**src/rtl/pgm_pkg.sv**
```systemverilog
// Shared types and constants for the program-ROM DDRAM read arbiter.
// Requester bit positions match the {aud, vid, cpu} request vector.
package pgm_pkg;

  localparam int DDRAM_AW = 29;
  localparam int DDRAM_DW = 64;

  localparam int REQ_CPU = 0;
  localparam int REQ_VID = 1;
  localparam int REQ_AUD = 2;

  typedef enum logic [1:0] {
    ST_IDLE  = 2'd0,
    ST_ISSUE = 2'd1,
    ST_WAIT  = 2'd2,
    ST_LOAD  = 2'd3
  } state_t;

  typedef enum logic [1:0] {
    GNT_NONE = 2'd0,
    GNT_CPU  = 2'd1,
    GNT_VID  = 2'd2,
    GNT_AUD  = 2'd3
  } grant_t;

  function automatic logic [2:0] grant_onehot(input grant_t g);
    logic [2:0] oh;
    oh = '0;
    case (g)
      GNT_CPU: oh[REQ_CPU] = 1'b1;
      GNT_VID: oh[REQ_VID] = 1'b1;
      GNT_AUD: oh[REQ_AUD] = 1'b1;
      default: oh = '0;
    endcase
    return oh;
  endfunction

endpackage

```
**src/rtl/pgm_arb_prio.sv**
```systemverilog
// Combinational winner select: promoted audio, then CPU, video, audio.
// Requests arrive already masked, so this block holds no state.
module pgm_arb_prio
  import pgm_pkg::*;
(
  input  logic [2:0] req,
  input  logic       promote,
  output grant_t     winner
);

  always_comb begin
    winner = GNT_NONE;
    if (promote && req[REQ_AUD]) begin
      winner = GNT_AUD;
    end else if (req[REQ_CPU]) begin
      winner = GNT_CPU;
    end else if (req[REQ_VID]) begin
      winner = GNT_VID;
    end else if (req[REQ_AUD]) begin
      winner = GNT_AUD;
    end
  end

endmodule

```
**src/rtl/pgm_ddram_arbiter.sv**
```systemverilog
// Three-requester DDRAM read arbiter with a loader write pass-through mode,
// audio starvation aging and a WAIT watchdog that forces an all-ones completion.
module pgm_ddram_arbiter
  import pgm_pkg::*;
#(
  parameter int unsigned AGE_LIMIT = 64,
  parameter int unsigned TIMEOUT   = 1024
) (
  input  logic                fixed_50m_clk,
  input  logic                reset,
  input  logic                cpu_req,
  input  logic [DDRAM_AW-1:0] cpu_addr,
  output logic                cpu_ack,
  input  logic                vid_req,
  input  logic [DDRAM_AW-1:0] vid_addr,
  output logic                vid_ack,
  input  logic                aud_req,
  input  logic [DDRAM_AW-1:0] aud_addr,
  output logic                aud_ack,
  output logic [DDRAM_DW-1:0] rd_data,
  input  logic                ld_en,
  input  logic                ld_wr,
  input  logic [DDRAM_AW-1:0] ld_addr,
  input  logic [DDRAM_DW-1:0] ld_din,
  input  logic [7:0]          ld_be,
  output logic                ld_busy,
  output logic                ddram_rd,
  output logic                ddram_we,
  output logic [DDRAM_AW-1:0] ddram_addr,
  output logic [DDRAM_DW-1:0] ddram_din,
  output logic [7:0]          ddram_be,
  input  logic [DDRAM_DW-1:0] ddram_dout,
  input  logic                ddram_busy,
  input  logic                ddram_dout_ready,
  output logic [1:0]          grant,
  output logic                timeout_err
);

  localparam int TW = $clog2(TIMEOUT + 1);
  localparam logic [TW-1:0] TMO_LAST = TW'(TIMEOUT - 1);

  state_t                state_q, state_d;
  grant_t                grant_q, grant_d;
  logic [DDRAM_AW-1:0]   addr_q, addr_d;
  logic [DDRAM_DW-1:0]   rd_data_q, rd_data_d;
  logic [2:0]            ack_q, ack_d;
  logic [2:0]            mask_q, mask_d;
  logic                  done_q, done_d;
  logic [TW-1:0]         wcnt_q, wcnt_d;
  logic                  terr_q, terr_d;
  logic [7:0]            age_q, age_d;

  logic [2:0]            req_masked;
  logic                  promote;
  grant_t                winner;
  logic [DDRAM_AW-1:0]   winner_addr;

  // The requester acked this cycle still holds req high, so keep it out of the race.
  assign req_masked = {aud_req, vid_req, cpu_req} & ~mask_q;
  assign promote    = (32'(age_q) >= AGE_LIMIT);

  pgm_arb_prio u_prio (
    .req     (req_masked),
    .promote (promote),
    .winner  (winner)
  );

  always_comb begin
    winner_addr = cpu_addr;
    case (winner)
      GNT_VID: winner_addr = vid_addr;
      GNT_AUD: winner_addr = aud_addr;
      default: winner_addr = cpu_addr;
    endcase
  end

  always_comb begin
    state_d   = state_q;
    grant_d   = grant_q;
    addr_d    = addr_q;
    rd_data_d = rd_data_q;
    ack_d     = '0;
    mask_d    = '0;
    done_d    = done_q;
    wcnt_d    = wcnt_q;
    terr_d    = terr_q;
    age_d     = age_q;

    if (grant_q == GNT_AUD) begin
      age_d = '0;
    end else if (aud_req && (age_q != 8'hFF)) begin
      age_d = age_q + 8'd1;
    end

    case (state_q)
      ST_IDLE: begin
        if (ld_en) begin
          state_d = ST_LOAD;
        end else if (winner != GNT_NONE) begin
          grant_d = winner;
          addr_d  = winner_addr;
          state_d = ST_ISSUE;
        end
      end
      ST_ISSUE: begin
        if (!ddram_busy) begin
          state_d = ST_WAIT;
          wcnt_d  = '0;
          done_d  = 1'b0;
        end
      end
      ST_WAIT: begin
        // Data is captured first; the ack follows one cycle later.
        if (done_q) begin
          ack_d   = grant_onehot(grant_q);
          mask_d  = grant_onehot(grant_q);
          grant_d = GNT_NONE;
          done_d  = 1'b0;
          state_d = ST_IDLE;
        end else if (ddram_dout_ready) begin
          rd_data_d = ddram_dout;
          done_d    = 1'b1;
        end else if (wcnt_q == TMO_LAST) begin
          rd_data_d = '1;
          ack_d     = grant_onehot(grant_q);
          mask_d    = grant_onehot(grant_q);
          grant_d   = GNT_NONE;
          terr_d    = 1'b1;
          state_d   = ST_IDLE;
        end else begin
          wcnt_d = wcnt_q + TW'(1);
        end
      end
      ST_LOAD: begin
        if (!ld_en) begin
          state_d = ST_IDLE;
        end
      end
      default: state_d = ST_IDLE;
    endcase
  end

  always_ff @(posedge fixed_50m_clk) begin
    if (reset) begin
      state_q   <= ST_IDLE;
      grant_q   <= GNT_NONE;
      addr_q    <= '0;
      rd_data_q <= '0;
      ack_q     <= '0;
      mask_q    <= '0;
      done_q    <= 1'b0;
      wcnt_q    <= '0;
      terr_q    <= 1'b0;
      age_q     <= '0;
    end else begin
      state_q   <= state_d;
      grant_q   <= grant_d;
      addr_q    <= addr_d;
      rd_data_q <= rd_data_d;
      ack_q     <= ack_d;
      mask_q    <= mask_d;
      done_q    <= done_d;
      wcnt_q    <= wcnt_d;
      terr_q    <= terr_d;
      age_q     <= age_d;
    end
  end

  assign cpu_ack     = ack_q[REQ_CPU];
  assign vid_ack     = ack_q[REQ_VID];
  assign aud_ack     = ack_q[REQ_AUD];
  assign rd_data     = rd_data_q;
  assign grant       = grant_q;
  assign timeout_err = terr_q;

  // DDRAM strobes must react to busy in the same cycle, so they stay combinational.
  assign ddram_rd   = (state_q == ST_ISSUE) && !ddram_busy;
  assign ddram_we   = (state_q == ST_LOAD) && ld_wr;
  assign ddram_addr = (state_q == ST_LOAD) ? ld_addr : addr_q;
  assign ddram_din  = (state_q == ST_LOAD) ? ld_din : '0;
  assign ddram_be   = (state_q == ST_LOAD) ? ld_be : 8'hFF;
  assign ld_busy    = (state_q == ST_LOAD) ? ddram_busy : ld_en;

endmodule

```
**config.mk**
```make
export PLATFORM = sky130hd
export DESIGN_NAME = pgm_ddram_arbiter
export DESIGN_NICKNAME = d
export VERILOG_FILES = /design/src/rtl/pgm_pkg.sv /design/src/rtl/pgm_arb_prio.sv /design/src/rtl/pgm_ddram_arbiter.sv
export SDC_FILE = /design/constraint.sdc
export NUM_CORES = 1
export LEC_CHECK = 0
export BUFFER_PORTS_ARGS = -buffer_cell sky130_fd_sc_hd__buf_2
export CAP_MARGIN = 20
export CORE_AREA = 3 3 166 168
export CTS_CLUSTER_SIZE = 40
export DETAILED_ROUTE_END_ITERATION = 7
export DIE_AREA = 0 0 169 171
export GPL_TIMING_DRIVEN = 0
export PLACE_DENSITY = 0.46
export SETUP_SLACK_MARGIN = 0.15
export SLEW_MARGIN = 20
export SYNTH_ARGS = -nofsm -noshare
export SYNTH_HDL_FRONTEND = slang
export SYNTH_SLANG_ARGS = --single-unit
```
**constraint.sdc**
```tcl
create_clock -name fixed_50m_clk -period 5.3 [get_ports fixed_50m_clk]
set_clock_uncertainty 0.15 [all_clocks]
set_input_delay 0.53 -clock fixed_50m_clk [delete_from_list [all_inputs] [get_ports fixed_50m_clk]]
set_output_delay 0.53 -clock fixed_50m_clk [all_outputs]
set_load 0.05 [all_outputs]
```
==> results.md <==
- Synth Area in Adders: 0.00407
- Fraction of registers with async set/reset: 0
- Critical Path Source: state_q[1]$_SDFFE_PP0P_
- TritonCTS Sinks: 121
- Worst path bufs/invs: 4
- Via density: 4.50
- Layout Nets: 1457
- Max cap viols: 0
- Cts hold-fix bufs: 0
- CP Data Required Time: 4.62 ns
- Total GRT Usage: 0.175
- Commonest non-fill, non-tap cell in the layout: buf_2
- Crit Path Max Fanout: 10
- Layout filler cell count: 2831
- Port Buffers: 433
- Crit Path Category: reg -> out
- Post-synthesis cell type count: 44
- Worst hold path startpoint: ddram_dout[54]
- Yosys synthesis warning count: 0
- Clk buf depth: 2
- Slew margin rel.: 0.393
- Hold crit path type: in -> reg
- DIE HEIGHT: 171 µm
- Critical path arrival: 2.50 ns
- Max-slew violations: 0
- Area growth syn-to-layout: 51.5%
- Die Area: 28900 µm²
- I/O Pins: 435
- Mapped Nets: 1005
- Synth Area in XOR/XNOR: 0.00713
- Initial DRC count: 368
- Final worst path period share: 0.601
- Finished Layout Cells: 1542
- Largest family of logic cells by synthesized area: simple AND/OR/NAND/NOR gates
- Synth Flop Type: dfxtp_1
- Worst-path cell chain: buf_2 -> nand2_1 -> buf_2 -> buf_1 -> mux2_2 -> buf_2
- Worst path top cell family by delay: buffers and inverters
- Routability Congestion: 0.801
- Post-layout minimum cycle time: 3.18 ns
- Register area share after synthesis: 0.394
- Synth Area in Compound Gates: 0.116
- Status: completed
- Antenna violation net count after detailed routing: 0
- Routed via count: 6939
- CTS tree: built
- CP startpoint kind: register
- Initial antenna violation count: 3
- PD cells: 517 nW/µm²
- Final Hold Fails: 0
- Avg Cell Area, Syn: 8.28 µm²
- Total chip power: 0.00481 W
- Placement Setup Slack: 2.44 ns
- RSZ-0062 raised after global routing: false
- Num CTS Buffers: 17
- FP Rows: 59
- Post-Place Cells: 1510
- H-tree Lvls: 4
- Crit-path slowest cell: buf_1
- Cells after Synth: 742
- Netlist area before placement: 6140 µm²
- Wire per inst: 17.2 µm
- Post-route setup TNS: 0 ns
- DRC: 0
- CP endpoint kind: primary output
- Crit-path max cell delay: 0.54 ns
- Setup ws final: 2.12 ns
- Clock slew seen by the registers of the worst setup and hold paths: 0.06 ns
- Peak supply drop: 0.261 mV
- Initial Util: 0.236
- Post-synthesis simple-gate area fraction: 0.367
- Max Fclk: 314 MHz
- Static Leak: 4.63 nW
- Number of synthesized register bits: 121
- Most frequent cells in the layout: 441 x buf_2, 189 x nor2_1, 121 x dfxtp_1
- Most frequent CP cell: buf_2
- Largest net degree at the start of global routing: 17
- Synth area leaders: dfxtp_1 39%, nor2_1 12%, nor3_2 9.8%
- Die Span X: 169 µm
- Final setup viols: 0
- RR Startpoint: state_q[1]$_SDFFE_PP0P_
- Drt first pass iters: 4
- Synth area leader: dfxtp_1
- First-pass GRT wire length: 39.4 mm
- GR Overflow Total: 0
- # resized after CTS: 0
- Post-DP HPWL: 21.9 mm
- CTS Root Cell: clkbuf_16
- Actual slew at the worst max-slew pin: 0.910 ns
- Multiplexer share of the synthesized area: 0.0617
- Yosys top cell area share: 0.394
- Layout cells sized above 1: 0.481
- Post-Route WL: 26.6 mm
- Post-synth EDFFs: 0
- Worst-Skew Late Latency: 0.40 ns
- Vias in the first global route: 6764
- Post-CTS setup buffers: 0
- Core ar.: 26100 µm²
==> final timing paths <==
kind / cells past startpoint / slack, ns / to
worst max-delay path: 6 / 2.12 / ddram_addr[20]
worst max register to register: 6 / 2.65 / addr_q[19]$_SDFFE_PP0P_
worst min-delay path: 3 / 0.21 / rd_data[54]$_SDFFE_PP0P_
worst min register to register: 2 / 0.32 / timeout_err$_SDFFE_PP0P_
==> cells in the mapped netlist (2+ instances only) <==
master / number
nor2_1: 189
dfxtp_1: 121
and3_1: 67
nor3_2: 60
clkbuf_1: 47
nand2_1: 44
mux2_2: 31
a211oi_1: 29
a221oi_1: 29
a21oi_1: 11
nor3_1: 10
nand3_1: 9
buf_2: 8
or2_2: 8
nand2b_1: 7
o21ai_1: 7
buf_6: 6
nand4_1: 6
nor3b_1: 6
o21ai_0: 6
o21a_1: 4
xor2_1: 4
a31oi_1: 3
buf_1: 3
mux2i_1: 3
and2_1: 2
ha_1: 2
inv_1: 2
nor2b_1: 2
o32ai_1: 2
==> power breakdown <==
part           switching (W)  internal [W]  leakage [nW]
Clock               0.000440      0.000694         0.269
Combinational        0.00179      0.000676          3.38
Sequential          0.000112       0.00110         0.988
Total                0.00234       0.00247          4.63
==> per-stage QoR <==
step / instance area [µm²] / hold WS, ns / util
finish: 9310 / 0.210 / 0.357
global route: 9310 / 0.199 / 0.357
CTS: 9310 / 0.185 / 0.357
detailed placement: 8730 / 0.321 / 0.335
global placement: 8730 / 0.314 / 0.335
floorplan: 6140 / 0.308 / -
==> sequential cells by signal, indices dropped and copies added, names as in the netlist <==
| signal | cells |
|---|---|
| rd_data | 64 |
| addr_q | 29 |
| wcnt_q | 11 |
| mask_q | 3 |
| age_q | 8 |
| done_q | 1 |
| grant | 2 |
| state_q | 2 |
| timeout_err | 1 |
==> worst reg2reg max path, delay by kind of cell (launching register included) <==
kind            cells  cell delay [ns]
buf+inv             2             0.50
flops               1             0.29
compound gates      2             0.80
simple gates        2             0.75
==> cell families after synthesis <==
kind of cell | Yosys count
mux | 34
compound gates | 97
fa+ha+maj | 2
flops | 121
buf+inv | 67
simple gates | 416
xor+xnor | 5
==> cell type report <==
class | instances | area [µm²] | area share
Timing Repair Buffer | 433 | 2170 | 0.233
Multi-Input combinational cell | 554 | 3410 | 0.366
Tap cell | 335 | 419 | 0.0450
Buffer | 65 | 303 | 0.0325
Sequential cell | 121 | 2420 | 0.260
Clock buffer | 18 | 429 | 0.0461
Clock inverter | 13 | 148 | 0.0159
Antenna cell | 1 | 2.50 | 0.000269
Inverter | 2 | 7.51 | 0.000807
==> metal layers <==
metal / wire length, µm / global-route usage / part of all wire
met5: 14 / 0 / 0.00053
met4: 390 / 0.0388 / 0.015
met1: 11400 / 0.216 / 0.43
met3: 1980 / 0.0527 / 0.075
met2: 12800 / 0.302 / 0.48
No activity file was read; power rests on OpenSTA's default activity.
